File: src/rtl/mux_sel_sequencer.sv
// Round-robin owner of a 2:1 mux select; blanks the mux output for SETTLE_CYC cycles after every select change.
// Latency: grant 1 cycle after request if sel already matches, else 1+SETTLE_CYC; requesters are level-held and simply wait.
module mux_sel_sequencer #(
  parameter int SETTLE_CYC = 2,
  parameter int MAX_HOLD   = 8
) (
  input  logic clk,
  input  logic rst_n,
  input  logic req0,
  input  logic req1,
  output logic sel,
  output logic out_en,
  output logic gnt0,
  output logic gnt1,
  output logic busy
);

  localparam int CMAX = (SETTLE_CYC > MAX_HOLD) ? SETTLE_CYC : MAX_HOLD;
  localparam int CW   = (CMAX < 2) ? 1 : $clog2(CMAX);
  localparam logic [CW-1:0] SETTLE_LAST = CW'(SETTLE_CYC - 1);
  localparam logic [CW-1:0] HOLD_LAST   = CW'(MAX_HOLD - 1);

  typedef enum logic [1:0] {IDLE, SETTLE, GRANT} state_t;

  state_t        state_q, state_d;
  logic          sel_d;
  logic          tgt_q, tgt_d;
  logic [CW-1:0] cnt_q, cnt_d;
  logic          last_gnt, last_d;
  logic          gnt0_d, gnt1_d;
  logic          pick_tgt, req_tgt, req_oth;

  // A tie goes to whoever was not granted last.
  assign pick_tgt = (req0 && req1) ? ~last_gnt : req1;
  assign req_tgt  = tgt_q ? req1 : req0;
  assign req_oth  = tgt_q ? req0 : req1;

  always_comb begin
    state_d = state_q;
    sel_d   = sel;
    tgt_d   = tgt_q;
    cnt_d   = cnt_q;
    last_d  = last_gnt;
    case (state_q)
      IDLE: begin
        if (req0 || req1) begin
          tgt_d = pick_tgt;
          cnt_d = '0;
          if (pick_tgt == sel) begin
            state_d = GRANT;
            last_d  = pick_tgt;
          end else begin
            state_d = SETTLE;
            sel_d   = pick_tgt;
          end
        end
      end
      SETTLE: begin
        if (cnt_q == SETTLE_LAST) begin
          cnt_d = '0;
          if (req_tgt) begin
            state_d = GRANT;
            last_d  = tgt_q;
          end else begin
            state_d = IDLE;
          end
        end else begin
          cnt_d = cnt_q + CW'(1);
        end
      end
      GRANT: begin
        // Release is checked first so it beats a simultaneous preempt.
        if (!req_tgt) begin
          state_d = IDLE;
          cnt_d   = '0;
        end else if (req_oth) begin
          if (cnt_q == HOLD_LAST) begin
            state_d = SETTLE;
            sel_d   = ~tgt_q;
            tgt_d   = ~tgt_q;
            cnt_d   = '0;
          end else begin
            cnt_d = cnt_q + CW'(1);
          end
        end
      end
      default: state_d = IDLE;
    endcase
  end

  assign gnt0_d = (state_d == GRANT) && !tgt_d;
  assign gnt1_d = (state_d == GRANT) &&  tgt_d;

  always_ff @(posedge clk or negedge rst_n) begin
    if (!rst_n) begin
      state_q  <= IDLE;
      sel      <= 1'b0;
      tgt_q    <= 1'b0;
      cnt_q    <= '0;
      last_gnt <= 1'b1;
      gnt0     <= 1'b0;
      gnt1     <= 1'b0;
    end else begin
      state_q  <= state_d;
      sel      <= sel_d;
      tgt_q    <= tgt_d;
      cnt_q    <= cnt_d;
      last_gnt <= last_d;
      gnt0     <= gnt0_d;
      gnt1     <= gnt1_d;
    end
  end

  assign out_en = gnt0 | gnt1;
  assign busy   = (state_q != IDLE);

endmodule

File: config.mk
export PLATFORM = sky130hd
export DESIGN_NAME = mux_sel_sequencer
export DESIGN_NICKNAME = d
export VERILOG_FILES = /design/src/rtl/mux_sel_sequencer.sv
export SDC_FILE = /design/constraint.sdc
export NUM_CORES = 1
export LEC_CHECK = 0
export CORE_MARGIN = 2
export CORE_UTILIZATION = 45
export DETAILED_ROUTE_END_ITERATION = 8
export GPL_TIMING_DRIVEN = 0
export PLACE_DENSITY = 0.77
export SLEW_MARGIN = 20
export SYNTH_ARGS = -nofsm -noshare
export SYNTH_HDL_FRONTEND = slang
export SYNTH_SLANG_ARGS = --single-unit
File: constraint.sdc
create_clock -name clk -period 2.66 [get_ports clk]
set_clock_uncertainty 0.2 [all_clocks]
set_input_delay 0.399 -clock clk [delete_from_list [all_inputs] [get_ports clk]]
set_output_delay 0.399 -clock clk [all_outputs]
set_load 0.05 [all_outputs]
==> results of run 1 <==
## power by group through the flow
stage,clock network (mW),registers (mW),logic [mW]
after floorplan,0,0.338,0.508
after global placement,0,0.277,0.738
after detailed placement,0,0.279,0.747
after CTS,0.109,0.276,0.750
after global routing,0.122,0.286,0.826
final,0.104,0.276,0.749
## repair_timing
action | 4_1_cts | 5_1_grt
gates resized for setup | 0 | 1
endpoints found under the hold margin | 0 | 0
setup buffers | 0 | 0
setup endpoints to repair | 0 | 1
## flip-flops by register name (all words and copies together), names as in the netlist
register / cells
state_q: 2
gnt0: 1
last_gnt: 1
gnt1: 1
tgt_q: 1
sel: 1
cnt_q: 3
## area by class of cell
type | instances | area, µm²
timing repair buffer | 8 | 82.58
fill | 149 | 753.2
tap | 25 | 31.28
clock buffer | 4 | 26.28
inverter | 5 | 18.77
buffer | 5 | 35.03
sequential | 10 | 251.5
multi-input combinational | 72 | 509.2
## metal layers
metal  vias to the layer above  share of wire  global-route usage
li1                        348              -                   -
met1                       309           0.48              0.2225
met2                        13           0.48              0.2528
met3                         0          0.042             0.07059
met4                         0              0             0.01714
met5                         -              0                   0
## cell families after synthesis
kind of cell	synth area share
simple gates	0.2273
compound gates	0.2074
buf+inv	0.06605
flops	0.3088
fa+ha+maj	0.1075
mux	0.07219
xor+xnor	0.01075
## cells in the mapped netlist (2+ instances only)
cell | n | area share
dfrtp_1 | 9 | 0.28
nor2b_1 | 3 | 0.023
o21ai_0 | 4 | 0.025
inv_1 | 5 | 0.023
nor3b_1 | 2 | 0.018
nor2_1 | 6 | 0.028
mux2_2 | 3 | 0.041
nand3_1 | 3 | 0.018
nand2_1 | 11 | 0.051
a21oi_1 | 9 | 0.055
nand2b_1 | 2 | 0.015
buf_2 | 2 | 0.012
ha_1 | 7 | 0.11
## worst paths after layout
kind                            slack, ns        to
max in group asynchronous            1.69  last_gnt
worst max-delay path                 0.43      busy
worst max register to register       0.57      gnt1
worst min register to register       0.31  cnt_q[1]
worst min-delay path                 0.25      gnt0
min in group clk                     0.31  cnt_q[1]
==> impl_metrics.yaml, run 1 <==
sta:
  finalSetupTns_ns: 0
  final-hold-violation-count: 0
  setup_ws_ns: 0.4286
  slew_viol_final: 0
  finalSetupViolCount: 0
  post-route-period-util: 0.8389
  period_needed_ns: 2.231
  tightest_slew_ns: 0.4991
  fmax_mhz: 448.2
  relSlewSlack: 0.6667
  whs_ns: 0.2451
  rsz0062_at_grt: "no"
placement:
  gp_congestion: 0.8744
  dp.cells: 125
  preCtsSetupSlack_ns: 0.3202
  io_buffers: 8
  dp.final_hpwl_um: 1180
  placed_cell_area_um2: 925.9
critical_path:
  end_kind: "output pin"
  reg2reg_depth: 6
  cp_num_buf_inv: 3
  critPathLaunch: "state_q[1]"
  slowest_stage: "dfrtp_1"
  critical_path_required_ns: 2.06
  path_cells: "inv_1, ha_1, inv_1, dlymetal6s2s_1"
  slowest_delay_ns: 0.43
  crit_top_cell: "inv_1"
  worstSetupPathType: "register to output pin"
  cp.arrival_ns: 1.63
  cp_max_fo: 8
  r2r_start: "cnt_q[0]"
  critPathTopFamily: "buffers and inverters"
  critical_path_depth: 4
  crit_path_start_kind: "register"
layout:
  nets: 116
  drive_above_1_share: 0.1731
  area_growth_pct: 17.20
  final_cell_mix: "11 x nand2_1, 9 x a21oi_1, 9 x dfrtp_1, 7 x ha_1, 7 x clkdlybuf4s50_1"
  final_cell_area_um2: 954.7
  antenna-diode-count: 0
  post-route-util: 0.5590
  mostFrequentLayoutCell: "nand2_1"
  final_cells: 129
pwr:
  internal_power_uw: 578.6
  p_switching_uw: 550.5
  sw_frac_of_total: 0.4875
  powerDensity_nw_per_um2: 1183
  combPwrFrac: 0.663
  seqPwrFrac: 0.244
  clockPowerShare: 0.093
  finalPower_mw: 1.129
  p_leak_nw: 0.4327
  vdd_drop_max_mv: 0.6304
cts:
  cts.reportedPaths.clkPinSlew_ns: 0.06
  cts_tree: "built"
  cts-buffers-inserted: 3
  cts.htree.levels: 1
  cts_hold_buf: 0
  root_buffer: "clkbuf_4"
  clock-sinks: 10
  clock_latency_ns: 0.26
  cts_max_path_buffers: 2
floorplan:
  ioPinCount: 9
  fp.dieArea_um2: 2166
  floorplan.rows: 15
  core_um2: 1708
  die_h_um: 46.55
  die_width_um: 46.55
  initial_utilization: 0.4769
drt:
  drt_iter0_markers: 13
  vias: 670
  drc: 0
  routed_wl_um: 1493
  antenna_left: 0
  drt_pass1_iterations: 4
  vias_per_cell: 5.194
  wl_per_cell_um: 11.57
global_routing:
  antenna_found_initial: 0
  grt_max_degree: 11
  grt_overflow: 0
  grt_pass1_vias: 586
  grt.total_usage: 0.1649
  grt_pass1_wl_um: 2518
worst_hold_path:
  hp-class: "primary input to asynchronous set/reset pin"
synthesis:
  synth_top_flop_cell: "dfrtp_1"
  synth_edf_count: 0
  synth_fp_nets: 103
  ys_warn_count: 0
  synth.cell_area_um2: 814.5
  async_flop_share: 1.000
  netlist_instances: 92
  synth_seq_area_share: 0.3088
  syn_area_per_cell_um2: 8.854
  synth_cell_types: 39
  synth_seq_cells: 10
job:
  drv_cap: 0
status:
  status: "finished clean"
Note: power is estimated with default switching activity, not from simulation.
==> run 2, diff against run 1 <==
PLACE_DENSITY = 0.8   (was 0.77)
clock period = 2 ns   (was 2.66 ns; I/O delays follow)
==> impl_metrics.yaml, run 2 (synthesis results as in run 1) <==
critical_path:
  crit_path_start_kind: "register"
  critPathTopFamily: "flip-flops"
  end_kind: "register"
  reg2reg_depth: 6
  worstSetupPathType: "register to register"
  r2r_slack_ns: 0.06
  cp_max_fo: 4
  r2r_start: "cnt_q[0]"
  cp.arrival_ns: 1.87
  slowest_stage: "dfrtp_1"
  slowest_delay_ns: 0.39
  critical_path_required_ns: 1.93
  r2r-end: "gnt1"
  path_cells: "ha_2, ha_4, nand2_2, mux2_4, a221o_1, nor4b_4"
  cp_num_buf_inv: 0
pwr:
  powerDensity_nw_per_um2: 1568
  vdd_drop_max_mv: 0.9458
  p_leak_nw: 0.4834
cts:
  cts_tree: "built"
  clock-sinks: 10
  cts.reportedPaths.clkPinSlew_ns: 0.06
  root_buffer: "clkbuf_4"
  cts.htree.levels: 1
  clock_latency_ns: 0.26
  cts_max_path_buffers: 2
  cts_hold_buf: 0
  cts-buffers-inserted: 3
floorplan:
  die_width_um: 46.55
  die_h_um: 46.55
  ioPinCount: 9
  initial_utilization: 0.4769
  floorplan.rows: 15
  core_um2: 1708
  fp.dieArea_um2: 2166
global_routing:
  grt_pass1_wl_um: 2953
  grt_overflow: 0
  grt_max_degree: 11
  grt.total_usage: 0.1947
  antenna_found_initial: 0
  grt_pass1_vias: 695
placement:
  dp.cells: 125
  placed_cell_area_um2: 925.9
  gp_congestion: 0.9526
  io_buffers: 8
  dp.final_hpwl_um: 1292
sta:
  rsz0062_at_grt: "yes"
  period_needed_ns: 1.941
  tightest_slew_ns: 0.4934
  final-hold-violation-count: 0
  relSlewSlack: 0.6700
  slew_viol_final: 0
  whs_ns: 0.1441
  post-route-period-util: 0.9705
  finalSetupViolCount: 0
  fmax_mhz: 515.2
layout:
  final_cell_mix: "10 x buf_4, 10 x nand2_1, 9 x dfrtp_1, 8 x a21oi_1"
  final_cell_area_um2: 1076
  final_cells: 136
  largestRegisters: "cnt_q: 3 flops, state_q: 2 flops"
  antenna-diode-count: 0
  largest_register_ffs: 3
  nets: 123
  area_growth_pct: 32.10
  drive_above_1_share: 0.3243
  largest-register: "cnt_q"
worst_hold_path:
  hp-class: "primary input to asynchronous set/reset pin"
drt:
  vias: 741
  drc: 0
  vias_per_cell: 5.449
  drt_pass1_iterations: 4
  drt_iter0_markers: 27
  wl_per_cell_um: 13.54
  antenna_left: 0
  routed_wl_um: 1841
status:
  status: "finished clean"
job:
  drv_cap: 0
run 2: timing repair:
| action | 4_1_cts | 5_1_grt |
|---|---|---|
| endpoints found under the hold margin | 0 | 0 |
| setup endpoints to repair | 5 | 6 |
| pin swaps | 2 | 5 |
| resized for setup | 11 | 13 |
| gates cloned | 0 | 0 |
| buffers inserted | 4 | 3 |
run 2: worst max path at each step:
stage / from / endpoint / cells past startpoint
2_1_floorplan: cnt_q[0] / gnt1 / 6
3_3_place_gp: state_q[1] / busy / 4
3_5_place_dp: state_q[1] / busy / 4
4_1_cts: state_q[1] / busy / 4
5_1_grt: cnt_q[1] / gnt0 / 8
6_report: cnt_q[0] / gnt1 / 6
run 2: report_power, final:
| group | internal, mW | total, mW | switching, mW |
|---|---|---|---|
| registers | 0.290 | 0.362 | 0.0725 |
| clock network | 0.110 | 0.172 | 0.0621 |
| logic | 0.490 | 1.15 | 0.663 |
| total | 0.890 | 1.69 | 0.798 |
run 2: area by class of cell:
cell class                 instances  area (µm²)
timing repair buffer              15       126.4
clock buffer                       4       36.28
multi-input combinational         72       571.8
fill                             138       631.9
sequential                        10       251.5
buffer                             5       40.04
inverter                           5       18.77
tap                               25       31.28
run 2: metal layers:
| layer | track usage | part of all wire |
|---|---|---|
| met2 | 0.2833 | 0.47 |
| met4 | 0.1200 | 0.021 |
| met3 | 0.03137 | 0.047 |
| met1 | 0.2663 | 0.46 |
| met5 | 0 | 0 |
run 2: through the flow:
step	utilization	setup WS (ns)	TNS (ns)	total power, mW
after CTS	0.6007	-0.001541	-0.001541	1.588
after global routing	0.6300	-0.01696	-0.01930	1.818
after detailed placement	0.5421	-0.2277	-1.364	1.378
after global placement	0.5421	-0.2066	-1.041	1.353
final	0.6300	0.05893	0	1.688
after floorplan	-	0.01328	0	1.125
